<file path="src/rtl/occ_line_fetch_responder.sv">
// Occurrence lookup line fetch responder.
// Accepts k/l line-address pairs, issues one read (same line) or two reads (split pair),
// then pairs the in-order read data into one tagged {line_k, line_l} response.
//
// state     | meaning
// ----------+---------------------------------------------------------------
// S_IDLE    | ready for a new pair (if pending FIFO not full)
// S_ISSUE_K | presenting the read command for addr_k
// S_ISSUE_L | presenting the read command for addr_l (split pairs only)
module occ_line_fetch_responder #(
   parameter int ADDR_W = 42,
   parameter int DATA_W = 512,
   parameter int TAG_W  = 15,
   parameter int DEPTH  = 8
) (
   input  logic              clk,
   input  logic              rst,
   input  logic              req_valid,
   output logic              req_ready,
   input  logic [ADDR_W-1:0] req_addr_k,
   input  logic [ADDR_W-1:0] req_addr_l,
   input  logic [TAG_W-1:0]  req_tag,
   output logic              mem_rd_valid,
   input  logic              mem_rd_ready,
   output logic [ADDR_W-1:0] mem_rd_addr,
   input  logic              mem_resp_valid,
   output logic              mem_resp_ready,
   input  logic [DATA_W-1:0] mem_resp_data,
   output logic              resp_valid,
   input  logic              resp_ready,
   output logic [DATA_W-1:0] resp_line_k,
   output logic [DATA_W-1:0] resp_line_l,
   output logic [TAG_W-1:0]  resp_tag,
   output logic              err
);

   localparam int PTR_W = $clog2(DEPTH);
   localparam int CNT_W = PTR_W + 1;

   typedef enum logic [1:0] {S_IDLE, S_ISSUE_K, S_ISSUE_L} state_t;

   state_t            r_state;
   state_t            w_state_nxt;
   logic [ADDR_W-1:0] r_addr_k;
   logic [ADDR_W-1:0] r_addr_l;
   logic              r_same;

   logic [TAG_W-1:0]  r_fifo_tag  [DEPTH];
   logic              r_fifo_same [DEPTH];
   logic [PTR_W-1:0]  r_wr_ptr;
   logic [PTR_W-1:0]  r_rd_ptr;
   logic [CNT_W-1:0]  r_cnt;

   logic              r_half;
   logic              r_resp_valid;
   logic [DATA_W-1:0] r_line_k;
   logic [DATA_W-1:0] r_line_l;
   logic [TAG_W-1:0]  r_tag;
   logic              r_err;

   logic              w_accept;
   logic              w_empty;
   logic              w_beat;
   logic              w_head_same;
   logic [TAG_W-1:0]  w_head_tag;
   logic              w_pop;

   assign req_ready      = (r_state == S_IDLE) && (r_cnt < CNT_W'(DEPTH));
   assign w_accept       = req_valid & req_ready;
   assign w_empty        = (r_cnt == '0);
   assign mem_resp_ready = ~r_resp_valid | resp_ready;
   assign w_beat         = mem_resp_valid & mem_resp_ready;
   assign w_head_same    = r_fifo_same[r_rd_ptr];
   assign w_head_tag     = r_fifo_tag[r_rd_ptr];
   // A request retires on its last beat: the only beat if same-line, the second otherwise.
   assign w_pop          = w_beat & ~w_empty & (w_head_same | r_half);

   assign resp_valid  = r_resp_valid;
   assign resp_line_k = r_line_k;
   assign resp_line_l = r_line_l;
   assign resp_tag    = r_tag;
   assign err         = r_err;

   // Issue FSM state register and latched address pair.
   always_ff @(posedge clk or negedge rst) begin
      if (!rst) begin
         r_state  <= S_IDLE;
         r_addr_k <= '0;
         r_addr_l <= '0;
         r_same   <= 1'b0;
      end else begin
         r_state <= w_state_nxt;
         if (w_accept) begin
            r_addr_k <= req_addr_k;
            r_addr_l <= req_addr_l;
            r_same   <= (req_addr_k == req_addr_l);
         end
      end
   end

   // Issue FSM next state and read command outputs.
   always_comb begin
      w_state_nxt  = r_state;
      mem_rd_valid = 1'b0;
      mem_rd_addr  = r_addr_k;
      case (r_state)
         S_IDLE: begin
            if (w_accept) w_state_nxt = S_ISSUE_K;
         end
         S_ISSUE_K: begin
            mem_rd_valid = 1'b1;
            if (mem_rd_ready) w_state_nxt = r_same ? S_IDLE : S_ISSUE_L;
         end
         S_ISSUE_L: begin
            mem_rd_valid = 1'b1;
            mem_rd_addr  = r_addr_l;
            if (mem_rd_ready) w_state_nxt = S_IDLE;
         end
         default: w_state_nxt = S_IDLE;
      endcase
   end

   // Pending FIFO storage; contents are qualified by the count, so no reset needed.
   always_ff @(posedge clk) begin
      if (w_accept) begin
         r_fifo_tag[r_wr_ptr]  <= req_tag;
         r_fifo_same[r_wr_ptr] <= (req_addr_k == req_addr_l);
      end
   end

   // Pending FIFO pointers and occupancy.
   always_ff @(posedge clk or negedge rst) begin
      if (!rst) begin
         r_wr_ptr <= '0;
         r_rd_ptr <= '0;
         r_cnt    <= '0;
      end else begin
         if (w_accept) r_wr_ptr <= r_wr_ptr + PTR_W'(1);
         if (w_pop)    r_rd_ptr <= r_rd_ptr + PTR_W'(1);
         case ({w_accept, w_pop})
            2'b10:   r_cnt <= r_cnt + CNT_W'(1);
            2'b01:   r_cnt <= r_cnt - CNT_W'(1);
            default: r_cnt <= r_cnt;
         endcase
      end
   end

   // Beat pairing, response register and sticky stray-beat error.
   always_ff @(posedge clk or negedge rst) begin
      if (!rst) begin
         r_half       <= 1'b0;
         r_resp_valid <= 1'b0;
         r_line_k     <= '0;
         r_line_l     <= '0;
         r_tag        <= '0;
         r_err        <= 1'b0;
      end else begin
         if (w_beat && w_empty) r_err <= 1'b1;
         // A beat is only taken when the held response is absent or leaving this cycle,
         // so overwriting line_k with the first half never disturbs a stalled response.
         if (w_beat && !w_empty) begin
            if (w_head_same) begin
               r_line_k <= mem_resp_data;
               r_line_l <= mem_resp_data;
               r_tag    <= w_head_tag;
            end else if (!r_half) begin
               r_line_k <= mem_resp_data;
               r_half   <= 1'b1;
            end else begin
               r_line_l <= mem_resp_data;
               r_tag    <= w_head_tag;
               r_half   <= 1'b0;
            end
         end
         if (w_pop)           r_resp_valid <= 1'b1;
         else if (resp_ready) r_resp_valid <= 1'b0;
      end
   end

endmodule
</file>
<file path="config.mk">
export PLATFORM = sky130hd
export DESIGN_NAME = occ_line_fetch_responder
export DESIGN_NICKNAME = d
export VERILOG_FILES = /design/src/rtl/occ_line_fetch_responder.sv
export SDC_FILE = /design/constraint.sdc
export NUM_CORES = 2
export LEC_CHECK = 0
export ABC_AREA = 1
export CORE_AREA = 10 10 659 661
export DETAILED_ROUTE_END_ITERATION = 8
export DIE_AREA = 0 0 669 671
export PLACE_DENSITY = 0.35
export SLEW_MARGIN = 30
export SYNTH_ARGS = -nofsm -noshare
export SYNTH_HDL_FRONTEND = slang
export SYNTH_SLANG_ARGS = --single-unit
</file>
<file path="constraint.sdc">
create_clock -name clk -period 2.6 [get_ports clk]
set_input_delay 0.52 -clock clk [delete_from_list [all_inputs] [get_ports clk]]
set_output_delay 0.52 -clock clk [all_outputs]
set_load 0.05 [all_outputs]
</file>
==> impl_metrics.toml <==
[setup_path]
cp-startpoint = "r_state[0]"
crit_family = "buffers and inverters"
cpMaxStageDelayCell = "dfrtp_1"
ff2ff_setup_slack_ns = 0.08
r2r_cells = 11
cp.buffers_inverters = 5
worstSetupPathType = "flop to output port"
cp.arrival_ns = 2.32
worstPathRequired_ns = 2.08
critPathLaunchType = "flop"
r2r_end = "r_fifo_tag[0][9]"
critPathMaxFanout = 8
crit_path_cell_trace = "inv_2, ha_4, buf_8, buf_12, buf_16, nand2_4, o21ai_4, buf_12"
cp.depth = 8
setup.worst_path.end_class = "output port"
crit_top_cell = "buf_12"
cp_slowest_stage_delay_ns = 0.39
r2r_start = "r_state[1]"
crit_end = "mem_rd_addr[40]"

[routing]
vias = 48244
wl_per_cell_um = 27.78
via_per_inst = 3.690
drt-pass1-iter-count = 5
drc = 0
antenna_left = 0
drt_wl_total_um = 363300
drt-initial-drc-count = 3575

[placement]
dp.cells = 12710
post_dp_cell_area_um2 = 75710
gp_congestion = 0.8775
port_buffers = 1702
hpwl_um = 292200

[clock_tree]
clk_latency_ns = 0.88
cts_buffers = 168
cts_tree = "done"
clk_pin_slew_ns = 0.06
cts_root_buf = "clkbuf_16"
htreeDepth = 4
cts_sinks = 1267
clockBufferDepth = 4

[die]
start_util = 0.1205
die-area_um2 = 448900
die_w_um = 669
fp-row-count = 239
core_area_um2 = 421600
ios = 1703
fp.dieH_um = 671

[timing]
grt_setup_unrepaired = "true"
final.period_utilization = 1.094
max-slew-margin-rel = 0.3385
skew_ns = 0.07434
fmax_mhz = 351.6
setup_viol = 42
worstMarginPinSlew_ns = 0.9922
maxSlewViolCount = 0
min_period_ns = 2.844
hold_violations = 0
fin_ws_ns = -0.2440

[yosys]
synth_most_common_cell = "nand2_1"
ys_seq_area_frac = 0.6367
synth_top_area_cell = "dfrtp_1"
synthTopCellsByCount = "nand2_1, dfrtp_1, nand3_1"
synth-simple-area-share = 0.2905
syn_area_um2 = 50800
muxShareOfSynthArea = 0
syn-mean-instance-area_um2 = 9.098
synth_top_family_by_area = "simple AND/OR/NAND/NOR gates"
ys_types = 29
synthCells = 5584
ys_top_cells_by_area = "dfrtp_1, nand2_1, nand3_1"
synth_xor_area_frac = 0.002758
async_flop_share = 0.8990
synth_edf_count = 128
synth.ff_latch_count = 1267
synth_fp_nets = 6210
synth_top_area_frac = 0.5610
synth_warnings = 0
synth_compound_area_frac = 0.02241
yosys.area_share.adder = 0.002216
synth_top_flop_cell = "dfrtp_1"

[global_routing]
track_usage = 0.1539
grt_pass1_wl_um = 475300
grt_overflow = 0
met2_usage = 0.2621
use_met3 = 0.05184
antenna_found_initial = 89
grt_pass1_vias = 48351
busiest_layer = "met2"
grt_max_degree = 119
use_met1 = 0.1865

[finish]
fin_area_um2 = 81500
regArea_um2 = 32350
finalCoreUtilization = 0.1933
fin_cells = 13076
multiInputGateArea_um2 = 16800
syn_to_final_growth_pct = 60.41
nNetsFinal = 7988
fillCellCount = 46918
layout-drive-gt1-share = 0.1251

[power]
powerDensity_nw_per_um2 = 1732
ir_drop_v = 0.0006820
p_leak_nw = 39.65

[outcome]
status = "finished, violations left"
violations = "negative setup slack"

[flow_run]
maxCapViolCount = 0

[worst_hold_path]
min_path_type = "input pin to flop"
-- layout make-up --
| class | count | area share |
|---|---|---|
| antenna | 41 | 0.001259 |
| clock buffer | 244 | 0.06003 |
| clock inverter | 56 | 0.008014 |
| inverter | 122 | 0.005650 |
| multi-input combinational | 3801 | 0.2061 |
| sequential | 1267 | 0.3969 |
| tap | 5543 | 0.08510 |
| timing repair buffer | 2002 | 0.2369 |
-- cell families (layout without fill, tap and decap cells) --
logic type	count (synthesis)	after routing
and+or+nand+nor	3558	3558
adders and majority gates	9	9
DFF	1267	1267
xor gates and xnor gates	16	16
AOI/OAI and AO/OA	218	218
buffers and inverters	516	2424
other	0	41
-- report_power, final --
part / switching [mW] / total, mW / internal (mW)
combinational: 61.7 / 81.8 / 20.1
clock: 10.0 / 24.0 / 14.0
sequential: 6.52 / 35.4 / 28.8
-- state kept, by name, summed over array words and instances (netlist names) --
| signal | count |
|---|---|
| err | 1 |
| r_addr_k | 42 |
| r_addr_l | 42 |
| r_cnt | 4 |
| r_fifo_same | 8 |
| r_fifo_tag | 120 |
| r_half | 1 |
| r_rd_ptr | 3 |
| r_same | 1 |
| r_state | 2 |
| r_wr_ptr | 3 |
| resp_line_k | 512 |
| resp_line_l | 512 |
| resp_tag | 15 |
| resp_valid | 1 |
-- how the worst min path moves through the flow --
stage	cells past startpoint	from	endpoint
CTS	3	mem_resp_data[502]	resp_line_k[502]
global placement	2	resp_line_l[139]	resp_line_l[139]
finish	3	req_addr_l[41]	r_addr_l[41]
global route	3	mem_resp_data[502]	resp_line_k[502]
floorplan	0	rst	err
detailed placement	2	resp_line_l[306]	resp_line_l[306]
-- metrics by stage --
stage          setup TNS (ns)  total power, mW  setup WS (ns)  hold WS, ns
2_1_floorplan         -0.2118            80.71       -0.02647       0.2244
3_3_place_gp          -191.37            121.2        -0.4337       0.4543
3_5_place_dp          -183.16            121.5        -0.4022       0.4571
4_1_cts                -13.51            143.6        -0.4083       0.1107
5_1_grt                -13.15            148.8        -0.3717       0.1571
6_report               -7.632            141.2        -0.2440       0.2417
-- per-layer routing --
layer  vias up  share of wire  wire length, um
li1      21657              -                -
met1     24462           0.40           147000
met2      1732           0.49           176500
met4        26          0.023             8334
met5         -        0.00049              177
met3       367          0.086            31250
-- cells in the final DEF (no fill, tap or decap), drive strengths merged, types with 11 or more instances in the layout --
master,n
buf,572
clkbuf,246
clkdlybuf4s15,26
clkdlybuf4s50,615
clkinv,37
dfrtp,1139
diode,41
dlygate4sd2,785
edfxtp,128
inv,127
nand2,2396
nand3,1049
nor2,99
o21ai,182
o22ai,31
xnor2,11
-- worst reg2reg max path: stages, from the launching register on --
cell and delay [ns]:
dfrtp_1 0.41, buf_4 0.15, buf_6 0.11, inv_4 0.06, ha_4 0.13, buf_4 0.10, and3_2 0.21, inv_2 0.05
buf_4 0.20, or2_2 0.34, nor2_1 0.19, buf_12 0.22
-- what timing repair did --
item,CTS,global route
buffers inserted,15,7
hold endpoints to repair,24,0
hold buffers,1,0
gates cloned,8,1
pin swaps,18,14
setup endpoints to repair,879,132
resized for setup,998,70
No activity file was read; power rests on OpenSTA's default activity.
